<file path="config.mk">
export PLATFORM = sky130hd
export DESIGN_NAME = serial_left_shifter
export DESIGN_NICKNAME = d
export VERILOG_FILES = /design/src/rtl/serial_left_shifter.sv
export SDC_FILE = /design/constraint.sdc
export NUM_CORES = 1
export LEC_CHECK = 0
export ABC_AREA = 1
export BUFFER_PORTS_ARGS = -buffer_cell sky130_fd_sc_hd__buf_2
export CAP_MARGIN = 20
export CORE_MARGIN = 5
export CORE_UTILIZATION = 58
export CTS_CLUSTER_DIAMETER = 50
export DETAILED_ROUTE_END_ITERATION = 7
export PLACE_DENSITY = 0.86
export SLEW_MARGIN = 5
export SYNTH_ARGS = -nofsm -noshare
export SYNTH_HDL_FRONTEND = slang
export SYNTH_SLANG_ARGS = --single-unit
export TNS_END_PERCENT = 100
</file>
<file path="constraint.sdc">
create_clock -name clock -period 4.3 [get_ports clock]
set_clock_uncertainty 0.2 [all_clocks]
set_input_delay 0.215 -clock clock [delete_from_list [all_inputs] [get_ports clock]]
set_output_delay 0.215 -clock clock [all_outputs]
set_load 0.02 [all_outputs]
</file>
<file path="src/rtl/serial_left_shifter.sv">
// serial_left_shifter: multi-cycle logical left shifter for the SLL path.
// Shifts a WIDTH-bit operand left by 0..2**SHAMT_W-1 using a start/done
// handshake, zero-filling the LSBs and flagging any 1 shifted past the MSB.
// Optional build macro: SHIFT_STEP4_EN (shift 4 bits per cycle while at
// least 4 remain; result and lost are identical to the 1-bit build).
module serial_left_shifter #(
  parameter int WIDTH   = 32,
  parameter int SHAMT_W = 5
) (
  input  logic               clock,
  input  logic               reset,
  input  logic               start,
  input  logic [WIDTH-1:0]   data_in,
  input  logic [SHAMT_W-1:0] shamt,
  output logic               ready,
  output logic               busy,
  output logic               done,
  output logic [WIDTH-1:0]   result,
  output logic               lost
);

  localparam logic [1:0] IDLE  = 2'd0;
  localparam logic [1:0] SHIFT = 2'd1;
  localparam logic [1:0] DONE  = 2'd2;

  logic [1:0]         state;
  logic [1:0]         state_nx;
  logic [WIDTH-1:0]   sreg;
  logic [WIDTH-1:0]   sreg_nx;
  logic [SHAMT_W-1:0] cnt;
  logic [SHAMT_W-1:0] cnt_nx;
  logic               lost_acc;
  logic               lost_nx;

  // Next-state, shift-datapath and lost-bit accumulation.
  always_comb begin
    state_nx = state;
    sreg_nx  = sreg;
    cnt_nx   = cnt;
    lost_nx  = lost_acc;
    case (state)
      IDLE: begin
        if (start) begin
          sreg_nx  = data_in;
          cnt_nx   = shamt;
          lost_nx  = 1'b0;
          state_nx = (shamt == '0) ? DONE : SHIFT;
        end
      end
      SHIFT: begin
`ifdef SHIFT_STEP4_EN
        if (cnt >= SHAMT_W'(4)) begin
          sreg_nx = {sreg[WIDTH-5:0], 4'b0000};
          lost_nx = lost_acc | (|sreg[WIDTH-1:WIDTH-4]);
          cnt_nx  = cnt - SHAMT_W'(4);
        end else begin
          sreg_nx = {sreg[WIDTH-2:0], 1'b0};
          lost_nx = lost_acc | sreg[WIDTH-1];
          cnt_nx  = cnt - SHAMT_W'(1);
        end
`else
        sreg_nx = {sreg[WIDTH-2:0], 1'b0};
        lost_nx = lost_acc | sreg[WIDTH-1];
        cnt_nx  = cnt - SHAMT_W'(1);
`endif
        // Finishing on a zero remaining count covers both the cnt==1
        // single-step exit and the 4-step exit.
        if (cnt_nx == '0) begin
          state_nx = DONE;
        end
      end
      DONE: begin
        state_nx = IDLE;
      end
      default: begin
        state_nx = IDLE;
      end
    endcase
  end

  // State registers; result/lost load only on the transition into DONE.
  always_ff @(posedge clock) begin
    if (reset) begin
      state    <= IDLE;
      sreg     <= '0;
      cnt      <= '0;
      lost_acc <= 1'b0;
      result   <= '0;
      lost     <= 1'b0;
    end else begin
      state    <= state_nx;
      sreg     <= sreg_nx;
      cnt      <= cnt_nx;
      lost_acc <= lost_nx;
      if ((state_nx == DONE) && (state != DONE)) begin
        result <= sreg_nx;
        lost   <= lost_nx;
      end
    end
  end

  // Handshake outputs decoded from the registered state.
  always_comb begin
    ready = (state == IDLE);
    busy  = (state == SHIFT) || (state == DONE);
    done  = (state == DONE);
  end

endmodule

</file>
== Word-level counts from Yosys, hierarchy flattened ==
Cells that the tools add are included.

* Muxes and demuxes: 10
* Add/subtract/negate cells: 1
* Reduce and logical (&&, ||, !) cells: 7
* Bitwise logic cells: 1
* Equality and inequality tests: 5

{| class="wikitable"
|+ Operator list
! kind !! number
|-
| $pmux W32 S2 || 1
|-
| $mux W32 || 1
|-
| $logic_not A5 Y1 || 2
|-
| $pmux W5 S2 || 1
|-
| $mux W2 || 3
|-
| $mux W5 || 1
|-
| $sub A5 B1 Y5 const B || 1
|-
| $eq A2 B2 Y1 const B || 2
|-
| $ne A2 B2 Y1 const B || 2
|-
| $pmux W2 S2 || 1
|-
| $eq A2 B1 Y1 const B || 1
|-
| $logic_not A2 Y1 || 1
|-
| $pmux W1 S2 || 1
|-
| $reduce_and A2 Y1 || 1
|-
| $reduce_bool A2 Y1 || 1
|-
| $logic_and A1 B1 Y1 || 1
|-
| $logic_or A1 B1 Y1 || 1
|-
| $mux W1 || 1
|-
| $or A1 B1 Y1 || 1
|}

* Logic and storage cells: 30
* Output and inout port bits: 36
* Bits of input ports: 40
* Register bits: 73

== Logic depth before layout (Yosys ltp) ==
* Word-level depth: 6
* Mapped depth: 15
* Gate-level depth less buffers: 14

== Worst setup path before layout ==
No wires, ideal clock.

* Path type: reg-to-reg
* Start: register state[0]
* End: register result[23]
* Period minus slack after synthesis: 1.935 ns
* Setup time: 0.113 ns
* Cell stages (with the launch flop): 12
* Buffers on the path: 2
* Data arrival time: 1.621 ns
* Data required time: 3.987 ns
* Slack: 2.365 ns
* Cell sequence: dfxtp_1 -> inv_1 -> ha_1 -> nand2_1 -> o21ai_2 -> inv_2 -> buf_6 -> buf_6 -> a21oi_2 -> nand3_1 -> nand2_1 -> nor2_1

* Longest elaborated chain between the ends: 4
* Elaborated cells between the ends (all ways): 9
* Classes of those cells: eq/ne: 3; mux: 4; reduce/logical: 2

{| class="wikitable"
|+ RTL lines
! element !! RTL line !! source
|-
| start: declaration || 26 || <nowiki>logic [1:0] state;</nowiki>
|-
| start signal: assignment || 91 || <nowiki>state <= state_nx;</nowiki>
|-
| $logic_not A2 Y1 * || -- ||
|-
| net ready || 15 || <nowiki>output logic ready,</nowiki>
|-
| $pmux W2 S2 || 41 || <nowiki>case (state)</nowiki>
|-
| $eq A2 B2 Y1 || 95 || <nowiki>if ((state_nx == DONE) && (state != DONE)) begin</nowiki>
|-
| $logic_and A1 B1 Y1 || 95 ||
|-
| end signal: assignment || 96 || <nowiki>result <= sreg_nx;</nowiki>
|-
| end: declaration || 18 || <nowiki>output logic [WIDTH-1:0] result,</nowiki>
|}

Mark *: on every way through the listed nets, which the timed path passes. The rest lies on a longest branch.
A chain may end at the register's enable or synchronous reset.

== Worst setup path after layout ==
* Start: register state[1]
* End: register result[3]

* Longest elaborated chain between the ends: 4
* Elaborated cells between the ends (all ways): 9
* Classes of those cells: eq/ne: 3; mux: 4; reduce/logical: 2

{| class="wikitable"
|+ RTL lines
! element !! RTL line
|-
| $eq A2 B1 Y1, or another cell as far along || 41
|-
| $pmux W2 S2 || 41
|-
| $eq A2 B2 Y1 || 95
|-
| $logic_and A1 B1 Y1 || 95
|}

Parallel ways exist; a longest one is shown, timed or not.

==> flow_summary.toml <==
[grt]
grt-ovfl-total = 0
wire_length_of_the_first_global_routing_pass_mm = 13.33
grt_busiest_layer = "met2"
met1_usage_pct = 30.00
grt_util_all_layers_pct = 22.30
largest_net_degree_at_the_start_of_global_routing = 62
first_global_vias = 2923
global_route.usage.met2_pct = 35.03
gr-usage-met3_pct = 3.939
antenna_found_initial = 0

[flow_run]
maxCapViolations = 0

[floorplan]
top_level_ports = 76
start_util_pct = 59.76
die_outline_area_mm2 = 0.007319
die_h_um = 85.55
core_ar_mm2 = 0.005540
rows = 27
die-width_um = 85.55

[detailed_routing]
drtAntennaViolNets = 0
wl_mm = 7.930
vias_per_cell = 5.511
detailroute.via_count = 3042
first_iter_violations = 265
drc = 0
dr.pass1.iters = 6
routed_wire_length_per_instance_um = 14.37

[place]
postPlaceCellArea_mm2 = 0.003575
dpl.hpwl_mm = 5.173
gpl.final_weighted_congestion = 0.8110
dp_slack_ps = 1519
port_buffers = 75

[setup_path]
endpoint_kind = "register"
critical_path_required_ps = 4350
crit-reg2reg-launch = "state[1]"
worstSetupPathType = "register to register"
crit_path_start = "state[1]"
crit_path_max_fanout = 39
crit_path_top_delay_cell = "sky130_fd_sc_hd__ha_1"
path_depth = 9
critical-path-max-stage-delay_ps = 600
start_kind = "register"
data_arrival_time_of_the_critical_path_ps = 2880
rr_worst_depth = 9
timing.critical_path.mode_cell = "sky130_fd_sc_hd__inv_2"
sequence_of_cells_on_the_critical_path = "inv_1, ha_1, inv_2, o21ai_2, inv_2, a21oi_1, nand3_1, nand2_1, nor2_1"
worstPathBufferInverterCount = 3
critical-path-top-delay-family = "buffers and inverters"

[sta]
drv_slew = 0
layout_setup_ws_ps = 1464
maxClockFrequency_ghz = 0.3526
setup_viol_count_final = 0
worst-slew-pin-transition_ps = 930.6
timing.final.crit_period_ps = 2836
final_hold_viols = 0
rsz0062_at_grt = "no"
total_neg_setup_slack_ps = 0
finalHoldWorstSlack_ps = 6.743
post-route-period-util_pct = 65.96
max-slew-margin-rel_pct = 37.89

[synth]
post_synth_mux_area_share_pct = 0
register_bit_total_from_synthesis = 73
post_synth_and_or_nand_nor_area_fraction_pct = 21.69
synth-seq-area-share_pct = 44.14
synthDistinctLibCells = 29
synth_compound_area_share_pct = 23.24
synth_top_family_by_area = "compound AO/OA/AOI/OAI gates"
synth_nets = 456
synthAdderAreaFrac_pct = 1.890
post_synth.cell_area_avg_um2 = 8.055
synth_xor_xnor_area_share_pct = 0
syn-cell-area_mm2 = 0.003311
synthesis.instances = 411
yosys_warnings = 0

[worst_hold_path]
timing.hold.worst_path_depth = 4
hold_path_class = "input port to register"
holdCritStartpoint = "data_in[25]"

[clock_tree]
htree_depth = 3
cts_tree = "yes"
clock_path_buffers = 2
worst_setup_hold_path_clk_slew_ps = 80
clockRootBuffer = "sky130_fd_sc_hd__clkbuf_8"
worstSkewPairLatency_ps = 350
clock_sinks = 73
tritoncts.num_buffers = 9

[finish]
final_design_area_no_fill_mm2 = 0.003857
antenna_cells_inserted = 0
drive_above_1_share_pct = 26.46
layout.nets = 520
areaGrowthSynthToFinish_pct = 16.52
fill_cells = 469

[power]
vdd.ir_drop.worst_mv = 0.2562
power_per_cell_area_mw_per_mm2 = 464.2
p_leak_nw = 1.808

[status]
status = "finished, final reports clean"
==> cells in the mapped netlist (all sizes together) <==
library cell / instances / area (um2)
nor2: 75 / 291.5
dfxtp: 73 / 1461
a21oi: 66 / 405.4
nand2: 60 / 232.7
nand3: 35 / 180.2
a22o: 30 / 262.8
buf: 23 / 197.7
inv: 18 / 67.56
clkbuf: 9 / 33.78
o21ai: 6 / 33.78
ha: 5 / 62.56
o211ai: 3 / 22.52
a211oi: 2 / 15.01
a31oi: 2 / 12.51
a22oi: 1 / 7.510
a32o: 1 / 10.01
nand3b: 1 / 7.510
nand4: 1 / 6.260
==> final cells by class <==
class | instances | area, um2 | share of cell area [%]
Tap cell | 72 | 90.09 | 2.335
Sequential cell | 73 | 1461 | 37.89
Inverter | 18 | 67.56 | 1.752
Clock inverter | 5 | 61.31 | 1.589
Multi-Input combinational cell | 288 | 1550 | 40.19
Clock buffer | 11 | 151.4 | 3.925
Timing Repair Buffer | 85 | 475.5 | 12.33
==> worst register-to-register path, cell delays in order, from the launching register on <==
cell and delay (ps):
sky130_fd_sc_hd__dfxtp_1 330, sky130_fd_sc_hd__inv_1 100, sky130_fd_sc_hd__ha_1 600, sky130_fd_sc_hd__inv_2 230
sky130_fd_sc_hd__o21ai_2 280, sky130_fd_sc_hd__inv_2 350, sky130_fd_sc_hd__a21oi_1 360, sky130_fd_sc_hd__nand3_1 140
sky130_fd_sc_hd__nand2_1 90, sky130_fd_sc_hd__nor2_1 60
==> registers in the layout, summed over array words and instances, names as in the netlist <==
| register | cells |
|---|---|
| sreg | 32 |
| lost | 1 |
| cnt | 5 |
| result | 32 |
| state | 2 |
| lost_acc | 1 |
==> final timing paths <==
kind / endpoint / slack [ps]
worst max-delay path: result[3] / 1460
worst min-delay path: sreg[25] / 7
worst max register to register: result[3] / 1460
worst min register to register: result[10] / 280
==> cells in the final DEF (no fill, tap or decap), drive strengths merged <==
| cell type | count |
|---|---|
| a22o | 30 |
| nand4 | 1 |
| nor2 | 75 |
| nand3b | 1 |
| o211ai | 3 |
| a21oi | 66 |
| inv | 19 |
| nand3 | 35 |
| a31oi | 2 |
| clkbuf | 11 |
| a32o | 1 |
| dfxtp | 73 |
| a22oi | 1 |
| dlygate4sd3 | 5 |
| nand2 | 60 |
| buf | 80 |
| ha | 5 |
| clkinvlp | 3 |
| a211oi | 2 |
| bufinv | 1 |
| o21ai | 6 |
==> per-layer routing <==
layer | vias to the layer above | routed length (um)
met3 | 19 | 528
met2 | 127 | 3691
met1 | 1373 | 3539
li1 | 1523 | -
met4 | 0 | 170
met5 | - | 0
==> kinds of logic after synthesis <==
kind of cell / Yosys count
AND/OR/NAND/NOR: 172
flip-flops: 73
buffers and inverters: 50
AO/OA/AOI/OAI: 111
adder cells (fa/ha/maj): 5
==> stage by stage <==
step | total power [mW] | cells | utilization [%]
6_report | 1.791 | 552 | 69.63
5_1_grt | 1.881 | 552 | 69.63
4_1_cts | 1.787 | 551 | 69.26
3_5_place_dp | 1.225 | 530 | 64.52
3_3_place_gp | 1.212 | 530 | 64.52
2_1_floorplan | 1.147 | 411 | -
==> report_power, final <==
part | internal, mW | switching (mW) | leakage, nW | total (mW)
Sequential | 0.743 | 0.0397 | 0.599 | 0.782
Clock | 0.301 | 0.265 | 0.0982 | 0.567
Combinational | 0.156 | 0.285 | 1.11 | 0.442
==> timing repair <==
action,4_1_cts,5_1_grt
setup buffers,0,0
hold buffers,5,0
gates resized for setup,0,0
endpoints found under the hold margin,5,0
No activity file was read; power rests on OpenSTA's default activity.
